[src/rtl/mips_dmem_arbiter.sv]
// mips_dmem_arbiter: round-robin arbiter sharing the single-port mips_data_mem between
// port 0 (CPU) and port 1 (DMA/debug). Define DMEM_ARB_LOCK_EN to enable bounded grant locking.
//
// state  | meaning
// IDLE   | nothing in flight, arbitrating every cycle
// ACCESS | memory strobed with the latched request, winner's gnt high
// RESP   | winner's rvalid high, arbitrating for a back-to-back access

module mips_dmem_arbiter #(
    parameter int ADDR_W = 32,
    parameter int DATA_W = 32
) (
    input  logic              i_clk,
    input  logic              i_rst_n,

    input  logic              i_req0,
    input  logic              i_we0,
    input  logic [ADDR_W-1:0] i_addr0,
    input  logic [DATA_W-1:0] i_wdata0,
    output logic              o_gnt0,
    output logic              o_rvalid0,
    output logic [DATA_W-1:0] o_rdata0,

    input  logic              i_req1,
    input  logic              i_we1,
    input  logic [ADDR_W-1:0] i_addr1,
    input  logic [DATA_W-1:0] i_wdata1,
    output logic              o_gnt1,
    output logic              o_rvalid1,
    output logic [DATA_W-1:0] o_rdata1,

    input  logic              i_lock0,
    input  logic              i_lock1,

    output logic [ADDR_W-1:0] o_mem_address,
    output logic [DATA_W-1:0] o_write_data,
    output logic              o_sig_mem_read,
    output logic              o_sig_mem_write,
    input  logic [DATA_W-1:0] i_read_data
);

    typedef enum logic [1:0] {
        S_IDLE   = 2'd0,
        S_ACCESS = 2'd1,
        S_RESP   = 2'd2
    } state_t;

    state_t            r_state;
    state_t            w_state_nxt;
    logic              r_id;
    logic              r_we;
    logic              r_last_gnt;
    logic [ADDR_W-1:0] r_addr;
    logic [DATA_W-1:0] r_wdata;
    logic [DATA_W-1:0] r_rdata0;
    logic [DATA_W-1:0] r_rdata1;

    logic              w_any_req;
    logic              w_arb_en;
    logic              w_rr_win;
    logic              w_win;

    assign w_any_req = i_req0 | i_req1;
    assign w_arb_en  = ((r_state == S_IDLE) || (r_state == S_RESP)) && w_any_req;
    // On a tie the port that did not win last time goes next.
    assign w_rr_win  = (i_req0 && i_req1) ? ~r_last_gnt : i_req1;

`ifdef DMEM_ARB_LOCK_EN
    logic       r_lock_hold;
    logic       r_lock_fresh;
    logic [1:0] r_lock_left;
    logic       w_lock_keep;

    // r_lock_left counts the remaining locked re-grants for the last winner; 0 ends the lock.
    assign w_lock_keep = r_lock_hold && (r_lock_left != 2'd0) &&
                         (r_last_gnt ? i_req1 : i_req0);
    assign w_win       = w_lock_keep ? r_last_gnt : w_rr_win;

    always_ff @(posedge i_clk or negedge i_rst_n) begin
        if (!i_rst_n) begin
            r_lock_hold  <= 1'b0;
            r_lock_fresh <= 1'b1;
            r_lock_left  <= 2'd0;
        end else begin
            if (w_arb_en) begin
                if (r_lock_fresh || (w_win != r_last_gnt)) begin
                    r_lock_left  <= 2'd3;
                    r_lock_fresh <= 1'b0;
                end else if (r_lock_left != 2'd0) begin
                    r_lock_left <= r_lock_left - 2'd1;
                end
            end
            if (r_state == S_ACCESS) begin
                r_lock_hold <= r_id ? i_lock1 : i_lock0;
            end
        end
    end
`else
    logic w_unused_lock;

    assign w_unused_lock = i_lock0 | i_lock1;
    assign w_win         = w_rr_win;
`endif

    always_ff @(posedge i_clk or negedge i_rst_n) begin
        if (!i_rst_n) begin
            r_state <= S_IDLE;
        end else begin
            r_state <= w_state_nxt;
        end
    end

    always_comb begin
        w_state_nxt = r_state;
        case (r_state)
            S_IDLE:   if (w_any_req) w_state_nxt = S_ACCESS;
            S_ACCESS: w_state_nxt = S_RESP;
            S_RESP:   w_state_nxt = w_any_req ? S_ACCESS : S_IDLE;
            default:  w_state_nxt = S_IDLE;
        endcase
    end

    // Request payload is captured only at an arbitration point.
    always_ff @(posedge i_clk or negedge i_rst_n) begin
        if (!i_rst_n) begin
            r_id       <= 1'b0;
            r_we       <= 1'b0;
            r_last_gnt <= 1'b1;
            r_addr     <= '0;
            r_wdata    <= '0;
        end else if (w_arb_en) begin
            r_id       <= w_win;
            r_last_gnt <= w_win;
            r_we       <= w_win ? i_we1    : i_we0;
            r_addr     <= w_win ? i_addr1  : i_addr0;
            r_wdata    <= w_win ? i_wdata1 : i_wdata0;
        end
    end

    always_ff @(posedge i_clk or negedge i_rst_n) begin
        if (!i_rst_n) begin
            r_rdata0 <= '0;
            r_rdata1 <= '0;
        end else if ((r_state == S_ACCESS) && !r_we) begin
            if (r_id) begin
                r_rdata1 <= i_read_data;
            end else begin
                r_rdata0 <= i_read_data;
            end
        end
    end

    assign o_gnt0          = (r_state == S_ACCESS) && !r_id;
    assign o_gnt1          = (r_state == S_ACCESS) &&  r_id;
    assign o_rvalid0       = (r_state == S_RESP)   && !r_id;
    assign o_rvalid1       = (r_state == S_RESP)   &&  r_id;
    assign o_rdata0        = r_rdata0;
    assign o_rdata1        = r_rdata1;
    assign o_mem_address   = r_addr;
    assign o_write_data    = r_wdata;
    assign o_sig_mem_write = (r_state == S_ACCESS) &&  r_we;
    assign o_sig_mem_read  = (r_state == S_ACCESS) && !r_we;

endmodule

[config.mk]
export PLATFORM = sky130hd
export DESIGN_NAME = mips_dmem_arbiter
export DESIGN_NICKNAME = d
export VERILOG_FILES = /design/src/rtl/mips_dmem_arbiter.sv
export SDC_FILE = /design/constraint.sdc
export NUM_CORES = 1
export LEC_CHECK = 0
export BUFFER_PORTS_ARGS = -buffer_cell sky130_fd_sc_hd__buf_2
export CAP_MARGIN = 5
export CORE_MARGIN = 5
export CORE_UTILIZATION = 48
export CTS_CLUSTER_SIZE = 25
export DETAILED_ROUTE_END_ITERATION = 10
export PLACE_DENSITY = 0.95
export SLEW_MARGIN = 20
export SYNTH_ARGS = -nofsm -noshare
export SYNTH_HDL_FRONTEND = slang
export SYNTH_SLANG_ARGS = --single-unit
[constraint.sdc]
create_clock -name i_clk -period 2.2 [get_ports i_clk]
set_input_delay 0.44 -clock i_clk [delete_from_list [all_inputs] [get_ports i_clk]]
set_output_delay 0.44 -clock i_clk [all_outputs]
set_load 0.03 [all_outputs]
-- After elaboration in Yosys (flattened, before gate mapping)
Cells that the tools add are included.
W data, S select, Z words.
- bits in registers: 133
- bits of input ports: 168
- output and inout bits: 134
- word-level logic and storage cells: 35
- equal/unequal tests: 3
- muxes and demuxes: 7
- bitwise logic cells: 3
- reductions and logical operators: 14
- operators with widths (cell ; count):
    $mux W32 ; 2
    $logic_and A1 B1 Y1 ; 8
    $pmux W2 S3 ; 1
    $reduce_and A2 Y1 ; 2
    $mux W1 ; 3
    $eq A2 B1 Y1 const B ; 1
    $eq A2 B2 Y1 const B ; 1
    $logic_not A1 Y1 ; 2
    $logic_not A2 Y1 ; 1
    $mux W2 ; 1
    $ne A2 B2 Y1 const B ; 1
    $not A1 Y1 ; 2
    $logic_or A1 B1 Y1 ; 1
    $or A1 B1 Y1 ; 1

-- Longest topological paths before layout
- depth in word-level cells: 3
- mapped depth: 6
- depth with buffers taken out: 3

-- Worst setup path after synthesis
No wires, ideal clock.
- path kind: register to output
- start: reg r_state[1]
- end: out o_gnt0
- data arrival time: 1026 ps
- data required time: 1760 ps
- slack: 734 ps
- stages on the path, launching flop included: 3
- path buffers: 0
- path through: dfrtp_1 > nand2b_2 > nor2_1
- cells in the longest elaborated chain, start to end: 2
- RTL lines (item ; line ; text):
    start: declaration ; 48 ; state_t r_state;
    start signal: assignment ; 109 ; r_state <= w_state_nxt;
    $eq A2 B1 Y1 ; 153 ; assign o_gnt0 = (r_state == S_ACCESS) && !r_id;
    $logic_and A1 B1 Y1 ; 153 ;
    end: declaration ; 20 ; output logic o_gnt0,
No other way between the ends.

-- Worst setup path in the final report
- start: reg r_state[1]
- end: out o_sig_mem_write
- cells in the longest elaborated chain, start to end: 2
- RTL lines (item ; line ; text):
    $eq A2 B1 Y1 ; 161 ; assign o_sig_mem_write = (r_state == S_ACCESS) && r_we;
    $logic_and A1 B1 Y1 ; 161 ;
    end: declaration ; 38 ; output logic o_sig_mem_write,
No other way between the ends.

==> results.md <==
* Status: complete, no violations
* Worst-Skew Late Latency at ~400 ps
* Clk pwr share at between 20% and 30%
* Vias in the first global route at about 4800
* Seq/Total Area, Yosys at between 60% and 70%
* CTS hold repair buffers at 0
* Die span in x at 117 um
* Critical R2R Launch: r_last_gnt
* Worst-path clk slew at ~60 ps
* Total track usage at about 22%
* Post-synth EDFFs at 0
* Sw frac at about two fifths
* HP Class: input pin to asynchronous set/reset pin
* GP Congestion at around 0.82
* Slew Limit Fails at 0
* Dpl hpwl at about 12 mm
* WL met3 at ~1.5 mm
* Post-Syn Instances at just over 500
* RSZ-0062 raised after global routing: false
* Most frequent cells after synthesis: 132 x dfrtp_1, 130 x nand2_1, 68 x nor2_1
* GRT overflow at 0
* Synth async-reset ratio at 100%
* Final worst-path cycle share at between 80% and 90%
* Max frequency at ~530 MHz
* Antenna cell count at 0
* Ys Warns at 0
* CTS root buf: clkbuf_16
* DRT antenna net count at 0
* Total I/O pin count at about 300
* Drt drc at 0
* Largest net degree at the start of global routing at 60
* Initial antenna violation count at 0
* Final Non-Filler Cells at 961
* Yosys reg bits at 133
* Cells taking the most area after synthesis: dfrtp_1 60%, mux2_2 10%, nand2_1 8.9%
* Flop pwr share at between 30 and 40%
* Top_reg_cell synth: dfrtp_1
* Worst-Margin Slew at between 500 and 600 ps
* CTS tree: yes
* Post-Route WL at between 15 and 20 mm
* PD cells at between 1000 and 1500 nW/um^2
* Synth Cell Area at 5510 sq um
* Total area of sequential cells at about 3300 sq um
* Max cap viols at 0
* Top routing layer in use: met4
* Post-CTS Resized at 0
* Die H at 117 um
* Yosys top cell area share at 60.0%
* Placed cells at 929
* Layout cells sized above 1 at 48.9%
* Setup WS post-layout at 315 ps
* Row Count at 39
* Worst slew margin at 66.6%
* Final Cell Area at about 7800 sq um
* Net Switching at 4.40 mW
* Critical Path RT at about 1800 ps
* Comb power frac at about two fifths
* Most frequent cell after synthesis: dfrtp_1
* Core area at ~11000 sq um
* Met2 wire length at a little over 8 mm
* Crit path max fanout at 6
* P_leak at slightly below 4 nW
* Worst Path Arrival at around 1500 ps
* Die area at 13700 sq um
* Worst Setup SP: r_state[1]
* Endpoint class of the critical path: output pin
* Area leader, netlist: dfrtp_1
* First-iteration detailed-routing DRC count at 326
* DR vias at 4861
* Post-synth cell types at 22
* Syn_nets at 678
* Port-buffer cells at roughly 300
* Vias/cell at around 5.1
* Final net count at 973
* Hold Vio Cnt, Final at 0
* Internal Power at 6.31 mW
* Initial Util at about half
* Area growth syn-to-layout at 40.8%
* Place WS at 609 ps
* Metal-1 WL at 5.59 mm
* DR WL/cell at between 15 and 20 um
* Avg Cell Area, Syn at between 10 and 15 sq um
* TritonCTS buffer count at 17
* Fin util at about two thirds
* CTS sink count at between 100 and 150
* CTS max path bufs at 2
* First-pass GRT wire length at ~24 mm
* # fillers at about 810
* Kind of critical path: flip-flop to output pin
* Multi-input gate area at between 1500 and 2000 sq um
* Clock period minus final worst setup slack at ~1900 ps
* Setup TNS at 0 ps
* Skew final at ~9.9 ps
* Crit start category: flip-flop
* Setup-failing EPs final at 0
* Setup Buffers After CTS at 0
* Dpl cell area at 7190 sq um
* Peak supply drop at 1.23 mV
* TritonRoute pass-1 iters at 4
* CTS H-tree depth at 4
==> logic make-up (layout without fill, tap and decap cells) <==
| logic type | Yosys count | after routing | share of synthesized area, % |
|---|---|---|---|
| buf+inv | 38 | 346 | 3.68 |
| mux | 64 | 64 | 13.1 |
| simple gates | 204 | 204 | 14.6 |
| flops | 133 | 133 | 60.4 |
| compound gates | 71 | 71 | 8.20 |
==> worst max-delay path, stage by stage (launching register included) <==
cell	delay, ps
dfrtp_1	380
nand2b_2	260
inv_1	100
and2_1	120
buf_2	200
==> routing by layer <==
layer,global-route usage [%],up-vias
li1,-,2325
met1,24.3,2280
met2,39.6,225
met3,7.51,31
met4,9.25,0
met5,0,-
==> state kept, by name, summed over array words and instances (netlist names) <==
register	cells
o_rdata0	32
r_we	1
o_rdata1	32
r_last_gnt	1
o_write_data	32
o_mem_address	32
r_state	2
r_id	1
==> cells in the final DEF, fill, tap and decap left out, types with 2 or more instances in the layout <==
cell and count:
inv_6 2, dfrtp_1 132, buf_12 7, buf_2 298
clkinv_2 3, clkinvlp_4 2, clkbuf_16 17, mux2_2 50
mux2_1 14, nor2_1 68, nor3_4 2, clkinv_4 4
a31oi_1 66, buf_4 6, inv_1 2, and3_1 2
nand2_1 130
==> final cells by class <==
class,count,area share (%)
inverters,3,0.145
multi-input cells,339,25.7
repair buffers,311,21.6
clock inverters,13,1.60
flip-flops and latches,133,42.9
well taps,143,2.31
clock buffers,19,5.71
==> metrics by stage <==
stage	hold slack [ps]	total power [mW]
after floorplan	144	6.63
after global placement	440	7.96
after detailed placement	438	8.15
after CTS	10.3	10.8
after global routing	26.4	11.3
final	3.29	10.7
==> power groups by stage <==
stage | Combinational, mW | Sequential, mW | Clock, mW
after global routing | 4.54 | 3.91 | 2.83
after CTS | 4.32 | 3.81 | 2.71
after global placement | 4.19 | 3.77 | 0
final | 4.26 | 3.80 | 2.65
after floorplan | 1.10 | 5.53 | 0
after detailed placement | 4.30 | 3.84 | 0
==> worst paths after layout <==
check	endpoint	slack, ps	depth (start not counted)
setup reg to reg	o_write_data[25]	620	4
setup / recovery	o_sig_mem_write	310	4
hold / removal	o_rdata1[21]	3	1
min in group i_clk	o_rdata1[30]	260	2
max in group asynchronous	r_last_gnt	1590	2
hold reg to reg	o_rdata1[29]	480	1
Power figures use the tool's default switching activity.
